===== src/rtl/fc_layer_scheduler.sv =====
// Layer sequencer for the shared FC engine: per layer loads weights, starts the FC
// controller and tracks its output stream. Optional watchdog: define FC_SCHED_WDOG_EN.
module fc_layer_scheduler #(
    parameter int unsigned MAX_LAYERS = 4,
    parameter int unsigned WDOG_LIMIT = 1023
) (
    input  logic       clk,
    input  logic       rst_n,
    input  logic       cfg_we_i,
    input  logic [1:0] cfg_layer_i,
    input  logic [6:0] cfg_in_node_i,
    input  logic [6:0] cfg_out_node_i,
    input  logic [1:0] cfg_num_layers_i,
    input  logic       start_i,
    output logic       busy_o,
    output logic       done_o,
    output logic       err_o,
    output logic [1:0] layer_idx_o,
    output logic       wload_req_o,
    output logic [1:0] wload_layer_o,
    input  logic       wload_done_i,
    output logic       ifmap_sel_o,
    output logic       fc_start_o,
    output logic [6:0] fc_in_node_o,
    output logic [6:0] fc_out_node_o,
    input  logic       fc_valid_i,
    input  logic       fc_last_i
);

    localparam int unsigned LW = 2;
    localparam int unsigned NW = 7;
    localparam int unsigned BW = 8;

    typedef enum logic [2:0] {
        S_IDLE,
        S_CHECK,
        S_WLOAD,
        S_START,
        S_RUN,
        S_NEXT,
        S_DONE
    } state_e;

    state_e          state_q, state_d;
    logic [LW-1:0]   layer_q, layer_d;
    logic [LW-1:0]   nlay_q, nlay_d;
    logic            err_q, err_d;
    logic [BW-1:0]   beat_q, beat_d;
    logic [NW-1:0]   in_tbl_q  [MAX_LAYERS];
    logic [NW-1:0]   out_tbl_q [MAX_LAYERS];
    logic            cfg_bad;
    logic [BW-1:0]   beats_now;

`ifdef FC_SCHED_WDOG_EN
    localparam int unsigned WDW = $clog2(WDOG_LIMIT + 1);
    logic [WDW-1:0]  wdog_q, wdog_d;
`endif

    // Any active layer with a zero node count makes the pass illegal
    always_comb begin
        cfg_bad = 1'b0;
        for (int unsigned i = 0; i < MAX_LAYERS; i++) begin
            if (LW'(i) <= nlay_q && (in_tbl_q[i] == '0 || out_tbl_q[i] == '0)) begin
                cfg_bad = 1'b1;
            end
        end
    end

    assign beats_now = beat_q + BW'(fc_valid_i);

    always_comb begin
        state_d = state_q;
        layer_d = layer_q;
        nlay_d  = nlay_q;
        err_d   = err_q;
        beat_d  = beat_q;
        unique case (state_q)
            S_IDLE: begin
                if (start_i) begin
                    nlay_d  = cfg_num_layers_i;
                    err_d   = 1'b0;
                    layer_d = '0;
                    state_d = S_CHECK;
                end
            end
            S_CHECK: begin
                if (cfg_bad) begin
                    err_d   = 1'b1;
                    state_d = S_DONE;
                end else begin
                    state_d = S_WLOAD;
                end
            end
            S_WLOAD: begin
                if (wload_done_i) begin
                    beat_d  = '0;
                    state_d = S_START;
                end
            end
            S_START: state_d = S_RUN;
            S_RUN: begin
                beat_d = beats_now;
                if (fc_last_i) begin
                    if (beats_now != BW'(out_tbl_q[layer_q])) begin
                        err_d = 1'b1;
                    end
                    state_d = S_NEXT;
                end
            end
            S_NEXT: begin
                if (layer_q == nlay_q) begin
                    state_d = S_DONE;
                end else begin
                    layer_d = layer_q + LW'(1);
                    state_d = S_WLOAD;
                end
            end
            S_DONE: begin
                layer_d = '0;
                state_d = S_IDLE;
            end
            default: state_d = S_IDLE;
        endcase
`ifdef FC_SCHED_WDOG_EN
        // Idle-time counter; a stalled DMA or FC stream aborts the pass with an error
        wdog_d = (state_d != state_q || fc_valid_i) ? '0 : wdog_q + WDW'(1);
        if ((state_q == S_WLOAD || state_q == S_RUN) && state_d == state_q && !fc_valid_i
            && wdog_q == WDW'(WDOG_LIMIT - 1)) begin
            err_d   = 1'b1;
            state_d = S_DONE;
            wdog_d  = '0;
        end
`endif
    end

    always_ff @(posedge clk or negedge rst_n) begin
        if (!rst_n) begin
            state_q <= S_IDLE;
            layer_q <= '0;
            nlay_q  <= '0;
            err_q   <= 1'b0;
            beat_q  <= '0;
`ifdef FC_SCHED_WDOG_EN
            wdog_q  <= '0;
`endif
        end else begin
            state_q <= state_d;
            layer_q <= layer_d;
            nlay_q  <= nlay_d;
            err_q   <= err_d;
            beat_q  <= beat_d;
`ifdef FC_SCHED_WDOG_EN
            wdog_q  <= wdog_d;
`endif
        end
    end

    // Node-count table; writable only while idle
    always_ff @(posedge clk or negedge rst_n) begin
        if (!rst_n) begin
            for (int unsigned i = 0; i < MAX_LAYERS; i++) begin
                in_tbl_q[i]  <= '0;
                out_tbl_q[i] <= '0;
            end
        end else if (state_q == S_IDLE && cfg_we_i) begin
            in_tbl_q[cfg_layer_i]  <= cfg_in_node_i;
            out_tbl_q[cfg_layer_i] <= cfg_out_node_i;
        end
    end

    assign busy_o        = (state_q != S_IDLE);
    assign done_o        = (state_q == S_DONE);
    assign err_o         = err_q;
    assign layer_idx_o   = layer_q;
    assign wload_req_o   = (state_q == S_WLOAD);
    assign wload_layer_o = layer_q;
    assign ifmap_sel_o   = (layer_q != '0);
    assign fc_start_o    = (state_q == S_START);
    assign fc_in_node_o  = busy_o ? in_tbl_q[layer_q]  : '0;
    assign fc_out_node_o = busy_o ? out_tbl_q[layer_q] : '0;

endmodule


===== config.mk =====
export PLATFORM = sky130hd
export DESIGN_NAME = fc_layer_scheduler
export DESIGN_NICKNAME = d
export VERILOG_FILES = /design/src/rtl/fc_layer_scheduler.sv
export SDC_FILE = /design/constraint.sdc
export NUM_CORES = 1
export LEC_CHECK = 0
export BUFFER_PORTS_ARGS = -buffer_cell sky130_fd_sc_hd__buf_2
export CAP_MARGIN = 30
export CORE_MARGIN = 4
export CORE_UTILIZATION = 62
export CTS_CLUSTER_DIAMETER = 40
export CTS_CLUSTER_SIZE = 10
export DETAILED_ROUTE_END_ITERATION = 12
export GPL_ROUTABILITY_DRIVEN = 0
export PLACE_DENSITY_LB_ADDON = 0.25
export REMOVE_ABC_BUFFERS = 1
export SLEW_MARGIN = 20
export SYNTH_ARGS = -nofsm -noshare
export SYNTH_HDL_FRONTEND = slang
export SYNTH_SLANG_ARGS = --single-unit

===== constraint.sdc =====
create_clock -name clk -period 4.7 [get_ports clk]
set_input_delay 0.47 -clock clk [delete_from_list [all_inputs] [get_ports clk]]
set_output_delay 0.47 -clock clk [all_outputs]
set_load 0.02 [all_outputs]

==> flow_metrics.py <==
metrics = {
    "final_layout": {
        "seqCellArea_mm2": 0.00180,
        "diodes": 0,
        "multi_input_area_mm2": 0.00187,
        "drive_gt1_frac": 0.392,
        "areaGrowthSynthToFinish_pct": 14.1,
        "final_cells": 440,
        "nNetsFinal": 388,
        "final.fill_count": 420,
    },
    "floorplanning": {
        "die_w_um": 86.1,
        "start_util": 0.638,
        "design.core.area_mm2": 0.00592,
        "die_h_um": 86.1,
        "io_pins": 49,
        "die_area_mm2": 0.00741,
        "rows": 28,
    },
    "critical_path": {
        "crit_type": "flip-flop to flip-flop",
        "startpoint": "layer_idx_o[1]",
        "worstPathRequired_ns": 4.92,
        "crit_fanout": 21,
        "critPathArrivalTime_ns": 2.94,
        "r2r-start": "layer_idx_o[1]",
        "cp-end-kind": "flip-flop",
        "critPathLaunchType": "flip-flop",
    },
    "clock_network": {
        "clkTransAtPathRegs_ns": 0.09,
        "cts_num_sinks": 72,
        "cts_buffers": 9,
        "cts_tree": "built",
        "cts_setup_buffers": 0,
        "ctsLongestPathBuffers": 2,
        "clock_latency_ns": 0.34,
        "cts_root_buffer": "clkbuf_8",
        "htreeDepth": 3,
    },
    "hold_path": {
        "hold_class": "input pin to flip-flop",
        "holdCritStartpoint": "cfg_num_layers_i[0]",
    },
    "place": {
        "io_buffers": 48,
        "hpwl_mm": 5.92,
        "place_inst": 421,
        "dp_slack_ns": 1.77,
    },
    "sta": {
        "worst_pin_slew_ns": 0.917,
        "min_period_ns": 2.72,
        "setup_viol": 0,
        "fin_worst_skew_ns": 0.0143,
        "drv_slew": 0,
        "finalWorstSetupSlack_ns": 1.98,
        "whs_ns": 0.353,
        "fin_crit_sh": 0.579,
        "max_freq_ghz": 0.367,
        "fin_tns_setup_ns": 0,
        "finalHoldViolCount": 0,
        "relSlewSlack": 0.388,
        "rsz0062_at_grt": "no",
    },
    "power": {
        "p_per_area_mw_per_mm2": 655,
        "cellInternalPower_mw": 1.75,
        "clockPowerShare": 0.179,
        "ir_worst_vdd_uv": 369,
        "switching_power_mw": 1.07,
        "comb_power_share": 0.400,
        "p_total_mw": 2.82,
        "p_seq_frac": 0.422,
        "switching_share": 0.379,
        "p_leak_nw": 1.93,
    },
    "routing": {
        "remaining_drc_errors": 0,
        "num_vias": 2798,
        "drt_pass1_iterations": 4,
        "routed_via_density": 6.36,
        "detail-route-antenna-nets": 0,
        "wire_per_inst_um": 19.6,
        "drt_wl_total_mm": 8.64,
        "drtIter0Drc": 246,
    },
    "synth": {
        "syn_area_per_cell_um2": 12.1,
        "synth_cell_types": 40,
        "yosysWarnings": 0,
        "yosysSeqAreaShare": 0.477,
        "synth_seq_cells": 72,
        "syn_inst": 311,
        "syn_area_mm2": 0.00378,
    },
    "global_routing": {
        "grt_first_pass_wirelength_mm": 14.3,
        "grt_start_max_net_pins": 42,
        "grtUsageTotal": 0.252,
        "antenna_found_initial": 0,
        "grt_pass1_vias": 2828,
        "gr-total-overflow": 0,
    },
    "status": {
        "outcome": "finished, final reports clean",
    },
    "job": {
        "drv_cap": 0,
    },
}
## metal layers
layer,global-route usage,share of wire,vias to the layer above
met3,0.0375,0.049,16
met4,0.106,0.016,0
met2,0.410,0.49,101
li1,-,-,1244
met5,0,0,-
met1,0.338,0.44,1437
## critical path, cell delays in order, from the launching register on
cell	delay [ns]
dfrtp_1	0.95
mux2i_1	0.26
mux2_2	0.35
o311a_1	0.29
o21ai_0	0.15
or4b_1	0.47
o311a_1	0.13
## sequential cells by signal, summed over array words and instances, names as in the netlist
signal,cells
nlay_q,2
err_o,1
layer_idx_o,2
beat_q,8
in_tbl_q,28
out_tbl_q,28
state_q,3
## final timing paths
check	to	slack, ns	depth (start not counted)
min reg2reg	beat_q[7]	0.52	1
max	err_o	1.98	6
min in group asynchronous	state_q[1]	0.51	2
max in group asynchronous	out_tbl_q[1]	3.49	3
min	nlay_q[0]	0.35	2
max reg2reg	err_o	1.98	6
## power groups by stage
| stage | registers (mW) | clock network (mW) | logic [mW] |
|---|---|---|---|
| after floorplan | 1.08 | 0 | 0.844 |
| after global placement | 1.17 | 0 | 1.10 |
| after detailed placement | 1.18 | 0 | 1.12 |
| after CTS | 1.18 | 0.510 | 1.13 |
| after global routing | 1.23 | 0.539 | 1.23 |
| final | 1.19 | 0.504 | 1.13 |
## stage by stage
stage           util  instance area (um2)
2_1_floorplan      -                 3700
3_3_place_gp   0.686                 4060
3_5_place_dp   0.686                 4060
4_1_cts        0.721                 4270
5_1_grt        0.728                 4310
6_report       0.728                 4310
## synthesized netlist by cell type
cell type | count | area share
xor2_1 | 5 | 0.012
and3_1 | 5 | 0.0083
buf_2 | 3 | 0.0040
or4_1 | 5 | 0.0099
o41ai_1 | 1 | 0.0023
nor3b_1 | 2 | 0.0040
clkbuf_1 | 7 | 0.0070
inv_1 | 8 | 0.0079
mux2i_1 | 4 | 0.011
mux4_2 | 11 | 0.066
a32o_1 | 1 | 0.0026
or3_1 | 1 | 0.0017
mux2_2 | 59 | 0.18
nor3_2 | 2 | 0.0053
o2111ai_1 | 1 | 0.0023
a22o_1 | 4 | 0.0093
xnor3_1 | 2 | 0.012
nor4_1 | 7 | 0.012
nor2_1 | 14 | 0.014
ha_1 | 3 | 0.0099
buf_1 | 3 | 0.0030
xnor2_1 | 4 | 0.0093
or4b_1 | 1 | 0.0026
buf_6 | 1 | 0.0030
o22ai_1 | 1 | 0.0017
buf_4 | 2 | 0.0040
dfrtp_1 | 72 | 0.48
nand2_1 | 20 | 0.020
o311a_1 | 2 | 0.0053
nand4_1 | 2 | 0.0033
a21oi_1 | 11 | 0.015
nand3_1 | 3 | 0.0040
and3b_1 | 1 | 0.0023
nand2b_1 | 3 | 0.0050
o31ai_1 | 1 | 0.0020
mux4_1 | 2 | 0.014
nor2b_1 | 13 | 0.022
o21a_1 | 1 | 0.0020
nor3_1 | 8 | 0.011
o21ai_0 | 15 | 0.020
## placed cells by master, fill, tap and decap left out, drive strengths merged, types with 2 or more instances in the layout
cell      count
nor3b         2
nand3         3
nor3         10
mux2         59
o21ai        15
ha            3
and3          5
nand4         2
clkbuf       11
nor4          7
xnor3         2
nand2b        3
o311a         2
xor2          5
or4           5
dfrtp        72
a21oi        11
clkinvlp      2
clkinv        2
inv           8
nand2        20
mux2i         4
nor2b        13
xnor2         4
mux4         13
buf          53
nor2         14
a22o          4
## cell type report
class                   instances  share of cell area
clock buffers                  11              0.0351
clock inverters                 5              0.0128
inverters                       8             0.00697
multi-input cells             215               0.435
flip-flops and latches         72               0.418
well taps                      75              0.0218
repair buffers                 54              0.0705
## kinds of logic after synthesis
| logic type | after synthesis | synth area share |
|---|---|---|
| adders and majority gates | 3 | 0.00993 |
| xor gates and xnor gates | 11 | 0.0328 |
| buffers and inverters | 24 | 0.0288 |
| and+or+nand+nor | 87 | 0.124 |
| muxes | 76 | 0.266 |
| AOI/OAI and AO/OA | 38 | 0.0619 |
| DFF | 72 | 0.477 |
## repair_timing
action,in CTS,in global routing
resized for setup,0,0
hold endpoints to repair,0,7
hold buffers,0,1
Power figures use the tool's default switching activity.
